## src/rtl/register_read_port.sv

```systemverilog
// Read-side front end for the register bank: valid/ready requests in, 1-cycle bank read,
// buffered in-order responses out, with out-of-range addresses answered locally as errors.
module register_read_port #(
    parameter int unsigned WIDTH    = 32,
    parameter int unsigned ADDR_W   = 5,
    parameter int unsigned NUM_REGS = 32,
    parameter int unsigned DEPTH    = 4
) (
    input  logic              clk,
    input  logic              rst,
    input  logic              req_valid,
    output logic              req_ready,
    input  logic [ADDR_W-1:0] req_addr,
    output logic              bank_ren,
    output logic [ADDR_W-1:0] bank_raddr,
    input  logic [WIDTH-1:0]  bank_rdata,
    output logic              rsp_valid,
    input  logic              rsp_ready,
    output logic [WIDTH-1:0]  rsp_data,
    output logic              rsp_err
);

    localparam int unsigned PTR_W = (DEPTH > 1) ? $clog2(DEPTH) : 1;
    localparam int unsigned CNT_W = $clog2(DEPTH + 1);
    localparam int unsigned ENT_W = WIDTH + 1;

    // Each entry is {err, data}.
    logic [ENT_W-1:0] mem [DEPTH];

    logic [PTR_W-1:0] wr_ptr;
    logic [PTR_W-1:0] rd_ptr;
    logic [PTR_W-1:0] wr_ptr_inc;
    logic [PTR_W-1:0] rd_ptr_inc;
    logic [CNT_W-1:0] count;
    logic [CNT_W-1:0] count_next;
    logic             inflight;
    logic             inflight_err;
    logic             addr_ok;
    logic             accept;
    logic             push;
    logic             pop;
    logic [ENT_W-1:0] push_entry;
    logic [ENT_W-1:0] head_next;

    // Credit check counts the read still in flight so the push next cycle always has room.
    always_comb begin
        req_ready  = !rst && ((32'(count) + 32'(inflight)) < DEPTH);
        addr_ok    = 32'(req_addr) < NUM_REGS;
        accept     = req_valid && req_ready;
        bank_ren   = accept && addr_ok;
        bank_raddr = req_addr;
    end

    always_comb begin
        wr_ptr_inc = (32'(wr_ptr) == DEPTH - 1) ? '0 : wr_ptr + PTR_W'(1);
        rd_ptr_inc = (32'(rd_ptr) == DEPTH - 1) ? '0 : rd_ptr + PTR_W'(1);
        push       = inflight;
        pop        = rsp_valid && rsp_ready;
        push_entry = inflight_err ? {1'b1, WIDTH'(0)} : {1'b0, bank_rdata};
    end

    always_comb begin
        count_next = count;
        case ({push, pop})
            2'b10:   count_next = count + CNT_W'(1);
            2'b01:   count_next = count - CNT_W'(1);
            default: count_next = count;
        endcase
    end

    // Next head: next stored entry on pop, or the incoming push when it lands at the head.
    always_comb begin
        head_next = {rsp_err, rsp_data};
        if (pop) begin
            if (count > CNT_W'(1)) begin
                head_next = mem[rd_ptr_inc];
            end else if (push) begin
                head_next = push_entry;
            end
        end else if ((count == '0) && push) begin
            head_next = push_entry;
        end
    end

    always_ff @(posedge clk) begin
        if (rst) begin
            count        <= '0;
            wr_ptr       <= '0;
            rd_ptr       <= '0;
            inflight     <= 1'b0;
            inflight_err <= 1'b0;
            rsp_valid    <= 1'b0;
            rsp_data     <= '0;
            rsp_err      <= 1'b0;
        end else begin
            count        <= count_next;
            inflight     <= accept;
            inflight_err <= accept && !addr_ok;
            rsp_valid    <= (count_next != '0);
            {rsp_err, rsp_data} <= head_next;
            if (push) begin
                wr_ptr <= wr_ptr_inc;
            end
            if (pop) begin
                rd_ptr <= rd_ptr_inc;
            end
        end
    end

    always_ff @(posedge clk) begin
        if (!rst && push) begin
            mem[wr_ptr] <= push_entry;
        end
    end

endmodule

```

## config.mk

```make
export PLATFORM = sky130hd
export DESIGN_NAME = register_read_port
export DESIGN_NICKNAME = d
export VERILOG_FILES = /design/src/rtl/register_read_port.sv
export SDC_FILE = /design/constraint.sdc
export NUM_CORES = 1
export LEC_CHECK = 0
export CAP_MARGIN = 25
export CORE_ASPECT_RATIO = 0.75
export CORE_MARGIN = 8
export CORE_UTILIZATION = 59
export DETAILED_ROUTE_END_ITERATION = 12
export PLACE_DENSITY = 0.82
export SYNTH_ARGS = -nofsm -noshare
export SYNTH_HDL_FRONTEND = slang
export SYNTH_SLANG_ARGS = --single-unit
```

## constraint.sdc

```tcl
create_clock -name clk -period 4.87 [get_ports clk]
set_clock_uncertainty 0.1 [all_clocks]
set_input_delay 0.7305 -clock clk [delete_from_list [all_inputs] [get_ports clk]]
set_output_delay 0.7305 -clock clk [all_outputs]
set_load 0.05 [all_outputs]
```

==> results of run 1 <==
final cells by class:
type,count,share of cell area [%]
Tap cell,140,2.180
Multi-Input combinational cell,199,21.94
Clock inverter,9,2.149
Sequential cell,169,58.06
Timing Repair Buffer,76,9.780
Clock buffer,23,5.700
Inverter,4,0.1869
sequential cells by signal (all words and copies together), names as in the netlist:
register,count
wr_ptr,2
count,3
mem,128
rsp_valid,1
rd_ptr,2
rsp_data,32
inflight,1
cells in the final DEF, fill, tap and decap left out, drive strengths merged, types with 2 or more instances in the layout:
cell           synthesis  layout
and2                   7       7
ha                     8       8
edfxtp               128     128
nand2                 39      39
nor2                   7       7
clkdlybuf4s50          0      70
a311oi                 2       2
nor2b                  3       3
bufinv                 0       5
mux4                  22      22
buf                   20       6
dfxtp                 41      41
clkinv                 0       4
o22ai                 10      10
xnor2                  2       2
mux2                  11      11
clkbuf                 6      23
o21ai                 33      33
inv                    4       4
a21oi                  2       2
mux2i                 44      44
worst max path at each step:
stage,start,to,slack [ns]
6_report,rst,bank_ren,1.29
5_1_grt,rst,bank_ren,1.18
4_1_cts,rst,bank_ren,1.29
3_5_place_dp,rst,bank_ren,1.29
3_3_place_gp,rst,bank_ren,1.32
2_1_floorplan,rst,bank_ren,1.21
stage by stage:
step	worst slack (ns)	power (µW)	hold WS, ns	std cells	instance area, µm²
6_report	1.289	4062	0.3779	620	8034
5_1_grt	1.178	4204	0.4070	620	8034
3_5_place_dp	1.288	2641	0.3635	587	7376
4_1_cts	1.286	4084	0.3723	619	8006
2_1_floorplan	1.205	2384	0.3400	398	6593
3_3_place_gp	1.316	2611	0.3590	586	7348
worst max-delay path, delay by kind of cell:
| family | cells | cell delay [ns] |
|---|---|---|
| AO/OA/AOI/OAI | 1 | 0.43 |
| buffers and inverters | 2 | 1.42 |
| AND/OR/NAND/NOR | 1 | 0.18 |
metal layers:
metal,track usage [%],routed length [µm],share of wire (%),up-vias
met5,0,0,0,-
met4,7.811,108,0.82,0
met3,4.806,831,6.3,12
met2,31.43,6594,50,120
met1,21.49,5612,43,1794
li1,-,-,-,1643
cell families (layout without fill, tap and decap cells):
group                    after synthesis  after routing
XOR/XNOR                               2              2
AND/OR/NAND/NOR                       61             61
other                                  1              1
AO/OA/AOI/OAI                         50             50
multiplexers                          77             77
adder cells (fa/ha/maj)                8              8
buffers and inverters                 30            112
flip-flops                           169            169
power by group:
part	internal, µW	leakage, µW	switching, µW	total (µW)
clock network	922	0.000307	516	1440
logic	381	0.00104	525	906
registers	1640	0.00149	72.3	1720
==> impl_results.md, run 1 <==
- Sink Count: 169
- IO buf count: 70
- Top-count cell post-synth: edfxtp_1
- Power per cell area: 505.6 nW/µm²
- Nets: approximately 520
- Initial drt markers: about 230
- Clk_lat worst skew: roughly 0.4 ns
- Share of the yosys chip area belonging to registers: about 71%
- Final GP Congestion: ~0.7
- Avg Cell Area, Syn: around 17 µm²
- Core Footprint: ~11000 µm²
- DRC Markers: 0
- Crit path kind: in2out
- Post-CTS setup buffers: 0
- Post-synth top area share: 58.30%
- DP HPWL: around 7.5 mm
- Synth area leaders: edfxtp_1 58%, dfxtp_1 12%, mux4_2 7.5%
- Mapped Cells: ~400
- Die area: ~15000 µm²
- Slew @ Worst Pin: approximately 0.90 ns
- Worst min-delay path class: reg2reg
- Crit path top cell by count: clkdlybuf4s50_1
- R2r worst-path depth: 5
- CTS Buffer Depth: 2
- Yosys top cell by area: edfxtp_1
- CTS root buf: clkbuf_16
- Clock edge transition at the registers on the reported setup and hold paths: about 0.06 ns
- Compound-cell area share of the yosys netlist: between 4 and 5%
- RR Startpoint: rd_ptr[0]
- Simple-gate portion of the synthesized area: between 4 and 5%
- GRT Total Usage: about 18%
- Post-synthesis register bit count: around 170
- Max Transition Viols Final: 0
- Fillers: about 660
- Mapped Area: 6593 µm²
- Worst IR Drop VDD: about 300 µV
- Multi-input gate area: ~1800 µm²
- Hold EP: rd_ptr[1]
- Fraction of synthesized area in multiplexers: between 10% and 20%
- Netlist cell types: 34
- Final Hold Vio Count: 0
- Final Cycle Share: 73.53%
- Syn_nets: 447
- Fin util: about three quarters
- Post-synth EDFFs: approximately 130
- Worst setup EP type: primary output
- I/O pins: between 80 and 90
- Die Ht: approximately 110 µm
- Final Critical Period: around 3.6 ns
- Reg2Reg Setup Slack: about 2 ns
- Fmax: about 280 MHz
- Max cap viols: 0
- Detailed-route wire length: 13.15 mm
- Vias in the first global route: 3957
- Diode count: 0
- Reg-to-reg endpoint: rsp_data[9]
- Setup violations, final: 0
- Largest stage delay, worst path: approximately 0.8 ns
- Cts hold-fix bufs: 0
- First-pass GRT wire length: about 21 mm
- Vias: 3569
- Crit start category: input pin
- Leakage: about 0.0028 µW
- Crit-path cells: clkdlybuf4s50_1 > a311oi_1 > and2_1 > clkdlybuf4s50_1
- Area grow syn2layout: 21.86%
- CP required: 4.04 ns
- # H-tree levels: 4
- Post-synthesis xor/xnor area fraction: 0.2657%
- Outcome: finished clean
- Standard-cell rows: 33
- Async S/R FF share, synth: 0%
- Post-DR wirelength/cell: 21.20 µm
- TritonCTS clock tree: done
- Initial antenna violation count: 0
- Register Area: 4664 µm²
- Pin count of the biggest net entering global routing: 34
- Worst Path Arrival: about 2.8 ns
- Crit-path slowest cell: clkdlybuf4s50_1
- Drt pass-1 iters: 4
- Layout cells sized above 1: between 15 and 20%
- Final ANT Viol Nets: 0
- # resized after CTS: 0
- Number of vias per cell: 5.756
- Adder-Cell Fraction of Synth Area: approximately 1.5%
- Largest family of logic cells by synthesized area: multiplexers
- Most frequent cells after synthesis: 128 x edfxtp_1, 44 x mux2i_1, 41 x dfxtp_1
- Fin Setup TNS: 0 ns
- Aggregate global routing overflow: 0
- Ys Warns: 0
- RSZ-0062 raised after global routing: no
- Initial Util: around 60%
- Hold Path Stages: 2
- Crit-path max FO: 13
- Die width: approximately 140 µm
- Num CTS Buffers: 17
- Relative slew margins: between 30% and 40%
- Main synth FF type: edfxtp_1
- Hold Crit Start: rd_ptr[1]
Power figures use the tool's default switching activity.
==> run 2, diff against run 1 <==
- CORE_UTILIZATION: 59 -> 55
- PLACE_DENSITY: 0.82 -> 0.77
- clock period: 4.87 -> 3.6 ns (I/O delays scaled with it)
==> run 2 against run 1 <==
  * Non-clock buffer count increased by 8
  * Worst setup slack got worse by 0.63 ns
  * Count of clock-buffer cells in the layout decreased by 3
  * Wire length increased by 1.9%
  * Final cell count increased by 4.8%
  * Total power increased by 30%
  * Cell area about the same
  * Sequential power increased by 35%
  * Combinational power increased by 37%
  * Highest routed layer unchanged
==> impl_results.md, run 2 (same netlist as run 1, synthesis figures left out) <==
- Relative slew margins: 48.04% (+8.1 points)
- Final Critical Period: approximately 2.9 ns
- Metal3 WL: 805 µm (-3.1%)
- Net Switching: 1537 µW (+38%)
- Detailed-route wire length: 13.40 mm (+1.9%)
- Worst min-delay path class: reg2reg
- Crit-path max FO: 3 (-10)
- Reg-to-reg endpoint: rsp_data[26]
- Drt pass-1 iters: 4 (unchanged)
- Biggest regs: mem (128), rsp_data (32), count (3)
- # resized after CTS: 0 (unchanged)
- Post-DR wirelength/cell: 20.61 µm (-2.8%)
- Hold Path Stages: 2 (unchanged)
- Crit-path cells: clkdlybuf4s50_1 > a311oi_1 > and2_1 > clkdlybuf4s50_1
- Most frequent cells in the layout: 128 x edfxtp_1, 70 x clkdlybuf4s50_1, 44 x mux2i_1, 41 x dfxtp_1, 39 x nand2_1
- CP required: 2.96 ns (-1.08 ns)
- Nets: 524 (+1.6%)
- Met1 WL: 6.077 mm (+8.3%)
- Aggregate global routing overflow: 0 (unchanged)
- RSZ-0062 raised after global routing: no
- Core Footprint: 11660 µm² (+6.9%)
- Final Hold Vio Count: 0 (unchanged)
- CTS Buffer Depth: 2 (unchanged)
- Max cap viols: 0 (unchanged)
- Flop pwr share: 43.8% (+1.5 points)
- Post-DP Area: 7476 µm² (+1.4%)
- Num CTS Buffers: 17 (unchanged)
- Worst IR Drop VDD: 383.8 µV (+26%)
- DRC Markers: 0 (unchanged)
- Comb pwr share: 23.4% (+1.1 points)
- Number of vias per cell: 5.620 (-2.4%)
- IO buf count: 70 (unchanged)
- Clk_lat worst skew: 0.41 ns (about the same)
- Top Metal Used: met4
- GRT Total Usage: 17.75% (-0.50 points)
- Reg2Reg Setup Slack: 0.92 ns (-1.14 ns)
- DP HPWL: 8.082 mm (+7.5%)
- I/O pins: 82 (unchanged)
- Worst Path Arrival: 2.30 ns (-0.45 ns)
- # H-tree levels: 4 (unchanged)
- Clock power share: 32.8% (-2.6 points)
- Pin count of the biggest net entering global routing: 34 (unchanged)
- Area grow syn2layout: 21.92% (about the same)
- Die width: 142.4 µm (+3.2%)
- Leakage: 0.002833 µW (-0.20%)
- Fin Setup TNS: 0 ns (unchanged)
- Max Transition Viols Final: 0 (unchanged)
- R2r worst-path depth: 5 (unchanged)
- Fillers: 785 (+18%)
- Outcome: finished clean
- Diode count: 0 (unchanged)
- TritonCTS clock tree: done
- Post-CTS setup buffers: 0 (unchanged)
- Crit path top cell by count: clkdlybuf4s50_1
- Crit-path slowest cell: clkdlybuf4s50_1
- Clock edge transition at the registers on the reported setup and hold paths: 0.06 ns (about the same)
- Largest stage delay, worst path: 0.80 ns (about the same)
- Fmax: approximately 340 MHz
- Initial Util: 56.56% (-3.9 points)
- Crit start category: input pin
- Met2 routed WL: 6.368 mm (-3.4%)
- Setup violations, final: 0 (unchanged)
- First-pass GRT wire length: 21.27 mm (+1.6%)
- Hold Crit Start: rd_ptr[1]
- Die area: 15780 µm² (+6.3%)
- Initial antenna violation count: 0 (unchanged)
- Final ANT Viol Nets: 0 (unchanged)
- CTS root buf: clkbuf_16
- Initial drt markers: 329 (+44%)
- RR Startpoint: rd_ptr[0]
- Switching Share: 29.03% (+1.6 points)
- Cts hold-fix bufs: 0 (unchanged)
- Hold EP: rd_ptr[1]
- Internal: 3759 µW (+28%)
- Worst setup EP type: primary output
- Power per cell area: 658.9 nW/µm² (+30%)
- Post-route design area: 8038 µm² (about the same)
- Standard-cell rows: 34 (+3.0%)
- Sink Count: 169 (unchanged)
- Largest Register: mem
- Layout cells sized above 1: 16.60% (+1.2 points)
- Final Cycle Share: 81.61%
- Vias in the first global route: 3888 (-1.7%)
- Slew @ Worst Pin: 0.7784 ns (-0.1233 ns)
- Final GP Congestion: 0.7475 (+4.0%)
- Max reg flops: 128 (unchanged)
- Most common cell after layout, fill and taps aside: edfxtp_1
- Die Ht: 110.8 µm (+3.0%)
- Crit path kind: in2out
- Tot Pwr: 5296 µW (+30%)
- Vias: 3653 (+2.4%)
run 2: changes by cell type in the layout (fill, tap and decap cells not counted), sizes merged:
cell,previous run,this run
bufinv,5,2
clkinv,4,6
clkinvlp,0,2
clkbuf,23,20
buf,6,14
inv,4,6
run 2: metal layers:
layer | vias up | track usage [%]
met5 | - | 0
met4 | 0 | 4.661
met3 | 18 | 5.723
met2 | 115 | 27.60
met1 | 1860 | 23.59
li1 | 1660 | -
run 2: per-stage QoR:
step	setup WS, ns	hold WS (ns)	util (%)	cells
6_report	0.6621	0.3691	68.96	650
5_1_grt	0.5744	0.3845	68.96	650
4_1_cts	0.6419	0.3685	68.96	650
3_5_place_dp	0.6504	0.3603	64.14	618
3_3_place_gp	0.7024	0.3546	64.14	618
2_1_floorplan	0.3160	0.3400	-	398
run 2: worst max-delay path by stage:
stage,startpoint,endpoint,cells after the start
3_3_place_gp,rst,bank_ren,4
5_1_grt,rst,bank_ren,4
2_1_floorplan,rst,bank_ren,3
4_1_cts,rst,bank_ren,4
3_5_place_dp,rst,bank_ren,4
6_report,rst,bank_ren,4
run 2: critical path, delay by kind of cell:
kind	cells	cell delay, ns
AO/OA/AOI/OAI	1	0.34
AND/OR/NAND/NOR	1	0.18
buffers and inverters	2	1.23
run 2: area by class of cell:
class / count / area, µm² / area share (%)
timing repair buffer: 84 / 830.8 / 10.34
tap: 162 / 202.7 / 2.522
inverter: 4 / 15.01 / 0.1868
clock buffer: 20 / 436.7 / 5.433
sequential: 169 / 4664 / 58.03
clock inverter: 12 / 125.1 / 1.557
multi-input combinational: 199 / 1763 / 21.93
run 2: power by group through the flow:
| stage | clock network (µW) | logic [µW] | registers [µW] |
|---|---|---|---|
| after CTS | 1750 | 1250 | 2320 |
| after floorplan | 0 | 623 | 2600 |
| final | 1740 | 1240 | 2320 |
| after global placement | 0 | 1210 | 2350 |
| after global routing | 1840 | 1320 | 2340 |
| after detailed placement | 0 | 1240 | 2360 |
==> run 3, diff against run 2 <==
- CORE_UTILIZATION: 55 -> 50
- PLACE_DENSITY: 0.77 -> 0.74
- clock period: 3.6 -> 2.59 ns (I/O delays scaled with it)
==> run 3 against run 2 <==
  * Hold slack better by 0.0048 ns
  * Global-route usage is 1.6 points lower
  * Worst setup slack worse by 0.29 ns
  * Sequential cell count stayed put
  * Final cell count is 0.92% higher
  * Utilization is 5.5 points lower
  * Critical path depth is 1 lower
  * Largest cell class unchanged
  * Sequential share of layout area is 1.2 points lower
  * Via count is 1.6% lower
  * Critical endpoint unchanged
  * Die area is 8.7% higher
==> impl_results.md, run 3 (same netlist as run 1, synthesis figures left out) <==
- Placed cell count: 624 (+0.97%)
- Comb pwr share: 22.8% (-0.6 points)
- Relative slew margins: 65.68% (+18 points)
- CTS root buf: clkbuf_16
- Multi-input gate area: 1769 µm² (+0.36%)
- Fillers: 882 (+12%)
- Layout cells sized above 1: 17.94% (+1.3 points)
- Final Critical Period: 2.217 ns
- IO buf count: 70 (unchanged)
- Max Transition Viols Final: 0 (unchanged)
- Max reg flops: 128 (unchanged)
- Die width: 148.6 µm (+4.3%)
- Net Switching: 2160 µW (+40%)
- Drt pass-1 iters: 4 (unchanged)
- # H-tree levels: 4 (unchanged)
- Register Area: 4664 µm² (unchanged)
- Final ANT Viol Nets: 0 (unchanged)
- Most frequent cells in the layout: 128 x edfxtp_1, 68 x clkdlybuf4s50_1, 44 x mux2i_1, 41 x dfxtp_1, 39 x nand2_1
- Clk_lat worst skew: 0.41 ns (about the same)
- Initial Util: 51.00% (-5.6 points)
- Vias: 3595 (-1.6%)
- Biggest regs: mem (128), rsp_data (32), count (3)
- Standard-cell rows: 36 (+5.9%)
- Number of vias per cell: 5.480 (-2.5%)
- Post-CTS setup buffers: 0 (unchanged)
- Die Ht: 115.4 µm (+4.2%)
- Clock edge transition at the registers on the reported setup and hold paths: 0.06 ns (about the same)
- Internal: 5553 µW (+48%)
- Nets: 521 (-0.57%)
- Power per cell area: 940.3 nW/µm² (+43%)
- Worst setup EP type: primary output
- Outcome: finished clean
- Vias in the first global route: 3932 (+1.1%)
- Fmax: about 450 MHz
- Leakage: 0.002896 µW (+2.2%)
- Clock power share: 35.7% (+2.9 points)
- Num CTS Buffers: 17 (unchanged)
- Worst IR Drop VDD: 554.8 µV (+45%)
- RSZ-0062 raised after global routing: no
- Aggregate global routing overflow: 0 (unchanged)
- Flop pwr share: 41.5% (-2.3 points)
- Core Footprint: 12930 µm² (+11%)
- Switching Share: 28.00% (-1.0 points)
- Largest Register: mem
- Worst min-delay path class: reg2reg
- I/O pins: 82 (unchanged)
- Final GP Congestion: 0.7045 (-5.8%)
- # resized after CTS: 0 (unchanged)
- Final Cycle Share: 85.61%
- Tot Pwr: 7713 µW (+46%)
- Crit path kind: reg2out
- Setup violations, final: 0 (unchanged)
- First-pass GRT wire length: 21.31 mm (+0.16%)
- Sink Count: 169 (unchanged)
- Worst Path Arrival: 1.73 ns (-0.57 ns)
- Diode count: 0 (unchanged)
- Cts hold-fix bufs: 0 (unchanged)
- Crit-path max FO: 10 (+7)
- Max cap viols: 0 (unchanged)
- Post-Layout Cell Count: 656 (+0.92%)
- Most common cell after layout, fill and taps aside: edfxtp_1
- DRC Markers: 0 (unchanged)
- CTS Buffer Depth: 2 (unchanged)
- Final Hold Vio Count: 0 (unchanged)
- Pin count of the biggest net entering global routing: 43 (+26%)
- DP HPWL: 7.740 mm (-4.2%)
- TritonCTS clock tree: done
- Die area: 17150 µm² (+8.7%)
- CP required: 2.10 ns (-0.86 ns)
- Post-DR wirelength/cell: 19.86 µm (-3.6%)
- Fin Setup TNS: 0 ns (unchanged)
- GRT Total Usage: 16.19% (-1.6 points)
- Initial drt markers: 288 (-12%)
- Initial antenna violation count: 1 (+1)
- Detailed-route wire length: 13.03 mm (-2.7%)
- Crit start category: flip-flop
- Area grow syn2layout: 24.43%
- Slew @ Worst Pin: 0.5132 ns (-0.2652 ns)
-- run 3: per-stage QoR --
stage / instance area, µm² / util (%) / hold slack [ns] / setup WS [ns]
after global routing: 8203 / 63.45 / 0.4096 / 0.2574
after global placement: 7553 / 58.43 / 0.3678 / 0.4263
after floorplan: 6599 / - / 0.3400 / 0.1468
final: 8203 / 63.45 / 0.3738 / 0.3727
after detailed placement: 7553 / 58.43 / 0.3664 / 0.3912
after CTS: 8203 / 63.45 / 0.3797 / 0.3565
-- run 3: critical path, stage by stage, from the launching register on --
cell,delay [ns]
dfxtp_1,0.63
a311oi_2,0.27
and2_1,0.26
buf_12,0.15
-- run 3: final timing paths --
check                 start         to  slack (ns)  depth (start not counted)
hold reg to reg   rd_ptr[1]  rd_ptr[1]        0.37                          2
setup / recovery   inflight   bank_ren        0.37                          3
setup reg to reg   count[1]  rsp_valid        0.60                          6
hold / removal    rd_ptr[1]  rd_ptr[1]        0.37                          2
-- run 3: power by group through the flow --
stage	clock network (µW)	registers (µW)	logic [µW]
after global placement	0	3250	1730
after global routing	2900	3230	1880
after detailed placement	0	3260	1770
after CTS	2800	3210	1780
after floorplan	0	3620	868
final	2750	3200	1760
-- run 3: layer usage --
metal	wire length, µm	GRT usage [%]	vias up
met3	799	4.721	17
met4	167	6.233	2
met2	6411	27.16	96
met5	13	0	-
met1	5637	19.57	1815
li1	-	-	1665
-- run 3: layout make-up --
class	count	area share, %
Clock inverter	14	2.685
Inverter	4	0.1830
Timing Repair Buffer	81	10.86
Sequential cell	169	56.86
Tap cell	171	2.608
Multi-Input combinational cell	199	21.57
Clock buffer	18	5.232
